==> config.mk <==
export PLATFORM = sky130hd
export DESIGN_NAME = tmon_slave
export DESIGN_NICKNAME = d
export VERILOG_FILES = /design/src/rtl/defs.sv /design/src/rtl/tmon_slave.sv
export SDC_FILE = /design/constraint.sdc
export NUM_CORES = 1
export LEC_CHECK = 0
export CORE_MARGIN = 4
export CORE_UTILIZATION = 53
export DETAILED_ROUTE_END_ITERATION = 8
export GPL_TIMING_DRIVEN = 0
export PLACE_DENSITY = 0.77
export SETUP_SLACK_MARGIN = 0.5
export SLEW_MARGIN = 20
export SYNTH_ARGS = -nofsm -noshare
export SYNTH_HDL_FRONTEND = slang
export SYNTH_SLANG_ARGS = --single-unit
==> constraint.sdc <==
create_clock -name clk -period 4.38 [get_ports clk]
set_clock_uncertainty 0.15 [all_clocks]
set_input_delay 0.876 -clock clk [delete_from_list [all_inputs] [get_ports clk]]
set_output_delay 0.876 -clock clk [all_outputs]
set_load 0.03 [all_outputs]
==> src/rtl/defs.sv <==
// Command opcodes shared between the monitor command master and its slaves.
package tmon_defs;

    typedef enum logic [1:0] {
        NOOP          = 2'd0,
        RESET         = 2'd1,
        SET_FRQ       = 2'd2,
        SET_HIGH_TEMP = 2'd3
    } TMON_OP;

endpackage

==> src/rtl/tmon_slave.sv <==
// tmon_slave: temperature-monitor execution stage.
// Executes op/opnd commands from the monitor master, periodically samples an
// 8-bit sensor over a req/ack handshake and keeps the latest reading plus a
// sticky over-temperature alarm.
//
// Command handshake: a command transfers at a rising edge where valid and
// ready are both high. ready is a registered output that is high only while
// the FSM sits in IDLE; the master must keep op/opnd stable while valid is
// high and ready is low. Each accepted command produces exactly one cmd_done
// pulse one cycle after the accepting edge (unless reset intervenes).
module tmon_slave
    import tmon_defs::*;
#(
    parameter logic [7:0] DEFAULT_FRQ  = 8'd100,
    parameter logic [7:0] DEFAULT_HIGH = 8'd80,
    parameter int         SENS_TIMEOUT = 16
) (
    input  logic       clk,
    input  logic       reset,
    input  TMON_OP     op,
    input  logic [7:0] opnd,
    input  logic       valid,
    output logic       ready,
    output logic       cmd_done,
    output logic       sens_req,
    input  logic       sens_ack,
    input  logic [7:0] sens_data,
    output logic [7:0] temp,
    output logic       temp_valid,
    output logic       alarm,
    output logic       sens_err,
    output logic       overrun,
    output logic [1:0] o_dbg_state
);

    localparam int         TW      = $clog2(SENS_TIMEOUT);
    localparam logic [TW-1:0] TO_LAST = TW'(SENS_TIMEOUT - 1);
    // Down-counter start value; a zero period leaves the counter parked at 0.
    localparam logic [7:0] CNT_RST = (DEFAULT_FRQ == 8'd0) ? 8'd0 : (DEFAULT_FRQ - 8'd1);

    typedef enum logic [1:0] {
        ST_IDLE = 2'd0,
        ST_EXEC = 2'd1,
        ST_SREQ = 2'd2
    } state_t;

    state_t        r_state;
    state_t        w_state_nxt;

    logic          r_ready;
    logic          r_cmd_done;
    logic          r_sens_req;
    logic          r_sens_err;
    logic [TW-1:0] r_to_cnt;
    TMON_OP        r_op;
    logic [7:0]    r_opnd;

    logic [7:0]    r_period;
    logic [7:0]    r_high;
    logic [7:0]    r_cnt;
    logic          r_pending;
    logic          r_overrun;

    logic [7:0]    r_temp;
    logic          r_temp_valid;
    logic          r_alarm;

    logic          w_tick;
    logic          w_accept;
    logic          w_start_req;
    logic          w_exec;
    logic          w_ack_done;
    logic          w_timeout;

    // A sample tick fires when an enabled period counter has run down to zero.
    assign w_tick = (r_period != 8'd0) && (r_cnt == 8'd0);

    // FSM state register.
    always_ff @(posedge clk) begin
        if (reset) begin
            r_state <= ST_IDLE;
        end else begin
            r_state <= w_state_nxt;
        end
    end

    // Next-state logic; a command beats a pending sample, ack beats timeout.
    always_comb begin
        w_state_nxt = r_state;
        w_accept    = 1'b0;
        w_start_req = 1'b0;
        w_exec      = 1'b0;
        w_ack_done  = 1'b0;
        w_timeout   = 1'b0;
        case (r_state)
            ST_IDLE: begin
                if (valid && r_ready) begin
                    w_accept    = 1'b1;
                    w_state_nxt = ST_EXEC;
                end else if (r_pending) begin
                    w_start_req = 1'b1;
                    w_state_nxt = ST_SREQ;
                end
            end
            ST_EXEC: begin
                w_exec      = 1'b1;
                w_state_nxt = ST_IDLE;
            end
            ST_SREQ: begin
                if (sens_ack) begin
                    w_ack_done  = 1'b1;
                    w_state_nxt = ST_IDLE;
                end else if (r_to_cnt == TO_LAST) begin
                    w_timeout   = 1'b1;
                    w_state_nxt = ST_IDLE;
                end
            end
            default: begin
                w_state_nxt = ST_IDLE;
            end
        endcase
    end

    // Handshake outputs, command latch and sensor-wait timer.
    always_ff @(posedge clk) begin
        if (reset) begin
            r_ready    <= 1'b0;
            r_cmd_done <= 1'b0;
            r_sens_req <= 1'b0;
            r_sens_err <= 1'b0;
            r_to_cnt   <= '0;
            r_op       <= NOOP;
            r_opnd     <= 8'd0;
        end else begin
            r_ready    <= (w_state_nxt == ST_IDLE);
            r_cmd_done <= w_exec;
            r_sens_err <= w_timeout;
            if (w_start_req) begin
                r_sens_req <= 1'b1;
            end else if (w_ack_done || w_timeout) begin
                r_sens_req <= 1'b0;
            end
            if (w_start_req) begin
                r_to_cnt <= '0;
            end else if (r_state == ST_SREQ) begin
                r_to_cnt <= r_to_cnt + TW'(1);
            end
            if (w_accept) begin
                r_op   <= op;
                r_opnd <= opnd;
            end
        end
    end

    // Period/threshold registers, sample tick counter, pending and overrun flags.
    always_ff @(posedge clk) begin
        if (reset) begin
            r_period  <= DEFAULT_FRQ;
            r_high    <= DEFAULT_HIGH;
            r_cnt     <= CNT_RST;
            r_pending <= 1'b0;
            r_overrun <= 1'b0;
        end else begin
            if (r_period != 8'd0) begin
                r_cnt <= w_tick ? (r_period - 8'd1) : (r_cnt - 8'd1);
            end
            if (w_tick) begin
                if (r_pending) begin
                    r_overrun <= 1'b1;
                end else begin
                    r_pending <= 1'b1;
                end
            end
            if (w_start_req) begin
                r_pending <= 1'b0;
            end
            // Command effects are applied last so they override the tick.
            if (w_exec) begin
                case (r_op)
                    SET_FRQ: begin
                        r_period <= r_opnd;
                        r_cnt    <= (r_opnd == 8'd0) ? 8'd0 : (r_opnd - 8'd1);
                    end
                    SET_HIGH_TEMP: begin
                        r_high <= r_opnd;
                    end
                    RESET: begin
                        r_period  <= DEFAULT_FRQ;
                        r_high    <= DEFAULT_HIGH;
                        r_cnt     <= CNT_RST;
                        r_pending <= 1'b0;
                        r_overrun <= 1'b0;
                    end
                    default: begin
                    end
                endcase
            end
        end
    end

    // Sample capture and sticky alarm; only a RESET command clears the alarm.
    always_ff @(posedge clk) begin
        if (reset) begin
            r_temp       <= 8'd0;
            r_temp_valid <= 1'b0;
            r_alarm      <= 1'b0;
        end else begin
            r_temp_valid <= w_ack_done;
            if (w_ack_done) begin
                r_temp <= sens_data;
                if (sens_data > r_high) begin
                    r_alarm <= 1'b1;
                end
            end
            if (w_exec && (r_op == RESET)) begin
                r_alarm <= 1'b0;
            end
        end
    end

    assign ready       = r_ready;
    assign cmd_done    = r_cmd_done;
    assign sens_req    = r_sens_req;
    assign sens_err    = r_sens_err;
    assign temp        = r_temp;
    assign temp_valid  = r_temp_valid;
    assign alarm       = r_alarm;
    assign overrun     = r_overrun;
    assign o_dbg_state = r_state;

endmodule

# After elaboration in Yosys (flattened, before gate mapping)
# Index checks and enable logic that the tools add are counted.
word_totals:
  regBits: 56
  inputBits: 22
  out_inout_bits: 17
  wordCells: 77
classes:
  addsub: 4
  n_lt_le_gt_ge: 1
  eq_ne: 6
  n_mux: 33
  n_reduce_logical: 17
op_table:
  columns: ["operator", "n"]
  rows:
  - ["case mux 8 bit (2 select lines)", 3]
  - ["2-to-1 mux 8 bit", 4]
  - ["subtractor 8 x 1 -> 8 bit, second input constant", 3]
  - ["2-to-1 mux 1 bit", 21]
  - ["zero test 8 bit", 2]
  - ["> comparator 8 bit", 1]
  - ["2-to-1 mux 2 bit", 4]
  - ["nonzero test 8 bit", 1]
  - ["equality test 2 bit, second input constant", 3]
  - ["AND reduction 2 bit", 3]
  - ["nonzero test 2 bit", 3]
  - ["adder 4 x 1 -> 4 bit, second input constant", 1]
  - ["equality test 2 x 1 -> 1 bit, second input constant", 2]
  - ["equality test 4 bit, second input constant", 1]
  - ["zero test 2 bit", 2]
  - ["case mux 2 bit (2 select lines)", 1]
  - ["OR reduction 2 bit", 2]
  - ["logical AND 1 bit", 3]
  - ["logical OR 1 bit", 1]

# Longest topological paths before layout
logic_depth:
  ltp_word: 7
  depth_mapped: 10
  mapped_depth_nobuf: 8

# Worst setup path after synthesis
# Ideal clock, no wire load.
synth_path:
  kind: "flip-flop to flip-flop"
  from: "register r_cnt[4]"
  to: "register r_cnt[4]"
  arrival_ns: 2.135
  t_required_ns: 4.093
  setup_slack_ns: 1.959
  path_stages_with_launch: 10
  path_buffers: 1
  period_less_slack_ns: 2.421
  path_cell_list: "dfxtp_1 -> or4_1 -> buf_2 -> nor2_1 -> a21oi_1 -> ha_1 -> o311ai_0 -> a2111oi_0 -> a31oi_1 -> a31oi_1"
synth_via:
  elab_chain_len: 6
  word_cells_on_any_way: 7
synth_rtl:
  columns: ["element", "line", "rtl"]
  rows:
  - ["from (decl)", "tmon_slave.sv:60", "logic [7:0] r_cnt;"]
  - ["from (signal assigned)", "tmon_slave.sv:165", "r_cnt <= w_tick ? (r_period - 8'd1) : (r_cnt - 8'd1);"]
  - ["from (signal assigned)", "tmon_slave.sv:182", "r_cnt <= (r_opnd == 8'd0) ? 8'd0 : (r_opnd - 8'd1);"]
  - ["branches (longest 3 deep; another with subtractor 8 x 1 -> 8 bit)", null, null]
  - ["2-to-1 mux 8 bit *", "tmon_slave.sv:164", "if (r_period != 8'd0) begin"]
  - ["case mux 8 bit (2 select lines)", "tmon_slave.sv:179", "case (r_op)"]
  - ["2-to-1 mux 8 bit *", "tmon_slave.sv:178", "if (w_exec) begin"]
# Mark *: on every way between the ends.
# A chain may end at the register's enable or synchronous reset.

# Final worst setup path
layout_path:
  from: "register r_cnt[6]"
  to: "register r_cnt[4]"
layout_via:
  elab_chain_len: 6
layout_rtl:
  columns: ["element", "line", "rtl"]
  rows:
  - ["zero test 8 bit *", "tmon_slave.sv:76", "assign w_tick = (r_period != 8'd0) && (r_cnt == 8'd0);"]
  - ["logical AND 1 bit *", "tmon_slave.sv:76", null]
  - ["2-to-1 mux 8 bit *", "tmon_slave.sv:165", null]
  - ["2-to-1 mux 8 bit *", "tmon_slave.sv:164", null]
  - ["case mux 8 bit (2 select lines)", "tmon_slave.sv:179", null]
  - ["2-to-1 mux 8 bit *", "tmon_slave.sv:178", null]
# Mark *: on every way between the ends. The rest lies on a longest branch, timed or not.

==> summary.txt <==
Clocking
  • Clock Tree Root: clkbuf_8
  • H-Tree Depth: 2
  • Clock-pin transition on the worst setup and hold timing paths: 100 ps
  • CTS tree: yes
  • Hold_buf cts: 0
  • Clk buf depth: 2
  • Post-CTS setup repair buffer count: 0
  • CTS Buf Count: 5
  • Post-CTS resize count: 0
  • Worst-skew pair later-pin latency: 310 ps
  • CTS sink cnt: 56

Synthesis
  • Avg Cell Area, Syn: 8.16 sq um
  • FF+latch count, synth: 56
  • Mapped Area: 2890 sq um
  • Syn_nets: 390
  • YS warnings: 0
  • Yosys top cell area share: 38.8%
  • Post-synth top area cell: dfxtp_1
  • Synth cell types: 54
  • Post-synth EDFFs: 0
  • Seq/Total Area, Yosys: 38.8%
  • Post-Syn Instances: 354
  • Synth area leaders: dfxtp_1 (39%), a21oi_1 (7.3%), ha_1 (6.1%)
  • Top_reg_cell synth: dfxtp_1
  • Asr flop ratio synth: 0%

Floorplanning
  • Row count: 26
  • Die Footprint: 6700 sq um
  • Initial Util: 55.5%
  • Die width: 81.8 microns
  • Core ar.: 5200 sq um
  • Die H: 81.8 microns
  • # IOs: 39

Finish
  • Area Growth Syn to Fin: 19.4%
  • # nets final: 435
  • Non-Filler Instances: 470
  • Diodes inserted: 0
  • Share of cells above drive strength 1: 5.50%

Drt
  • Post-route ant nets: 0
  • DRC: 0
  • DR iter-0 viols: 119
  • Post-DR wirelength/cell: 16.1 microns
  • Final WL: 7570 microns
  • Via count: 2733
  • Vias per inst: 5.81
  • Pre-Repair DR Iteration Count: 4

Power
  • P per Cell Area: 269 nW/um^2
  • Leakage: 1.23 nW
  • Worst vdd ir: 0.000176 V

Min path
  • Worst min-delay path class: reg -> reg

Setup path
  • R2r setup slk: 1550 ps
  • Critical Path End: r_cnt[4]
  • Crit start category: flop
  • Crit path launch: r_cnt[6]
  • Crit path kind: reg -> reg
  • CP endpoint kind: flop
  • Critical R2R Capture: r_cnt[4]
  • Worst-path fanout max: 8
  • Register-to-Register Path Depth: 10
  • Worst r2r src: r_cnt[6]
  • Req. time, crit path: 4410 ps
  • Critical path arrival: 2860 ps

Global route
  • Vias in the first global route: 2747
  • Largest net degree at the start of global routing: 18
  • GR Util All Layers: 25.0%
  • First-pass GRT wire length: 13000 microns
  • Total grt overflow: 0
  • Initial antenna violation count: 0

Placed design
  • Placed insts: 462
  • Quantity of I/O buffers inserted on ports: 38
  • DP Wirelength: 5790 microns
  • Final GP Congestion: 0.926

STA
  • Final min period: 2830 ps
  • Actual slew at the worst max-slew pin: 808 ps
  • Max Fclk: 353 MHz
  • Max-slew violations: 0
  • Final Hold Viols: 0
  • RSZ-0062 raised after global routing: no
  • Setup TNS Final: 0 ps
  • Slew headroom: 46.0%
  • Final period util: 64.7%
  • Setup violations, final: 0

Status
  • Status: complete, no violations

Job
  • Max Cap Viol: 0
[critical path, stage by stage, from the launching register on]
cell,delay [ps]
dfxtp_1,310
clkbuf_1,170
or4_1,410
buf_2,160
nor2_1,440
a21oi_1,170
ha_1,280
o311ai_0,180
a2111oi_0,140
a31oi_1,190
a31oi_1,100
[metrics by stage]
step | setup slack, ps | area (sq um) | hold WS (ps) | utilization, % | total power, mW
floorplan | 1960 | 2890 | 295 | - | 0.611
global placement | 1510 | 3360 | 291 | 64.5 | 0.656
detailed placement | 1570 | 3360 | 296 | 64.6 | 0.659
CTS | 1560 | 3450 | 311 | 66.3 | 0.934
global route | 1350 | 3450 | 337 | 66.3 | 0.971
finish | 1550 | 3450 | 313 | 66.3 | 0.929
[flip-flops by register name, summed over array words and instances (netlist names), 2 cells and up]
| register | count |
|---|---|
| r_period | 8 |
| r_cnt | 8 |
| r_opnd | 8 |
| r_high | 8 |
| r_op | 2 |
| o_dbg_state | 2 |
| r_to_cnt | 4 |
| temp | 8 |
[cells in the final DEF (no fill, tap or decap), types with 3 or more instances in the layout]
cell type	count
nand3_1	12
nand2_1	45
o31ai_1	3
a22oi_1	6
or4_1	5
nor3_1	7
a211oi_1	4
nand2b_1	8
nand3b_1	5
dfxtp_1	56
nor2_1	36
inv_1	13
or3_1	4
xnor2_1	3
nor2b_1	5
nor4_1	3
nor4b_1	3
clkbuf_8	7
o21a_1	3
nor3b_1	3
a31oi_1	3
a21oi_1	42
o21bai_1	5
clkdlybuf4s50_1	38
o21ai_0	10
o22ai_1	3
ha_1	14
clkbuf_1	12
[cell families (layout without fill, tap and decap cells)]
logic type                 Yosys count  count (layout)  share of synthesized area [%]
and+or+nand+nor                    151             151                           26.6
AOI/OAI and AO/OA                   97              97                           21.2
DFF                                 56              56                           38.8
buffers and inverters               30              76                           5.46
adders and majority gates           14              14                           6.06
xor gates and xnor gates             5               5                           1.52
muxes                                1               1                          0.346
[cell type report]
type	instances	area (sq um)
clock buffer	6	72.6
timing repair buffer	38	380
clock inverter	2	16.3
buffer	17	109
fill	464	1750
sequential	56	1120
inverter	13	48.8
multi-input combinational	268	1620
tap	70	87.6
[power by group]
group	switching [mW]	internal (mW)
sequential	0.0148	0.520
combinational	0.0607	0.0532
clock	0.166	0.114
total	0.242	0.687
[synthesized netlist by cell type (3+ instances only)]
library cell,count
dfxtp_1,56
o21a_1,3
a31oi_1,3
nand2_1,45
nor2_1,36
inv_1,13
nor2b_1,5
o21ai_0,10
nor4b_1,3
or3_1,4
ha_1,14
clkbuf_1,11
nand2b_1,8
xnor2_1,3
a211oi_1,4
nor3b_1,3
nand3b_1,5
a22oi_1,6
or4_1,5
nor4_1,3
o22ai_1,3
nor3_1,8
o21bai_1,5
o31ai_1,3
nand3_1,12
a21oi_1,42
[metal layers]
layer  up-vias  track usage, %  routed length (microns)
met5         -               0                        0
met4         0            7.14                       98
met3        10            3.40                      360
met2        72            42.5                     3600
met1      1284            33.1                     3500
li1       1367               -                        -
[how the worst min path moves through the flow]
stage,startpoint,endpoint,slack [ps],depth (start not counted)
6_report,temp[3],temp[3],310,2
4_1_cts,temp[4],temp[4],310,2
2_1_floorplan,r_high[4],r_high[4],300,2
5_1_grt,temp[4],temp[4],340,2
3_3_place_gp,temp[4],temp[4],290,2
3_5_place_dp,temp[4],temp[4],300,2
Power figures use the tool's default switching activity.
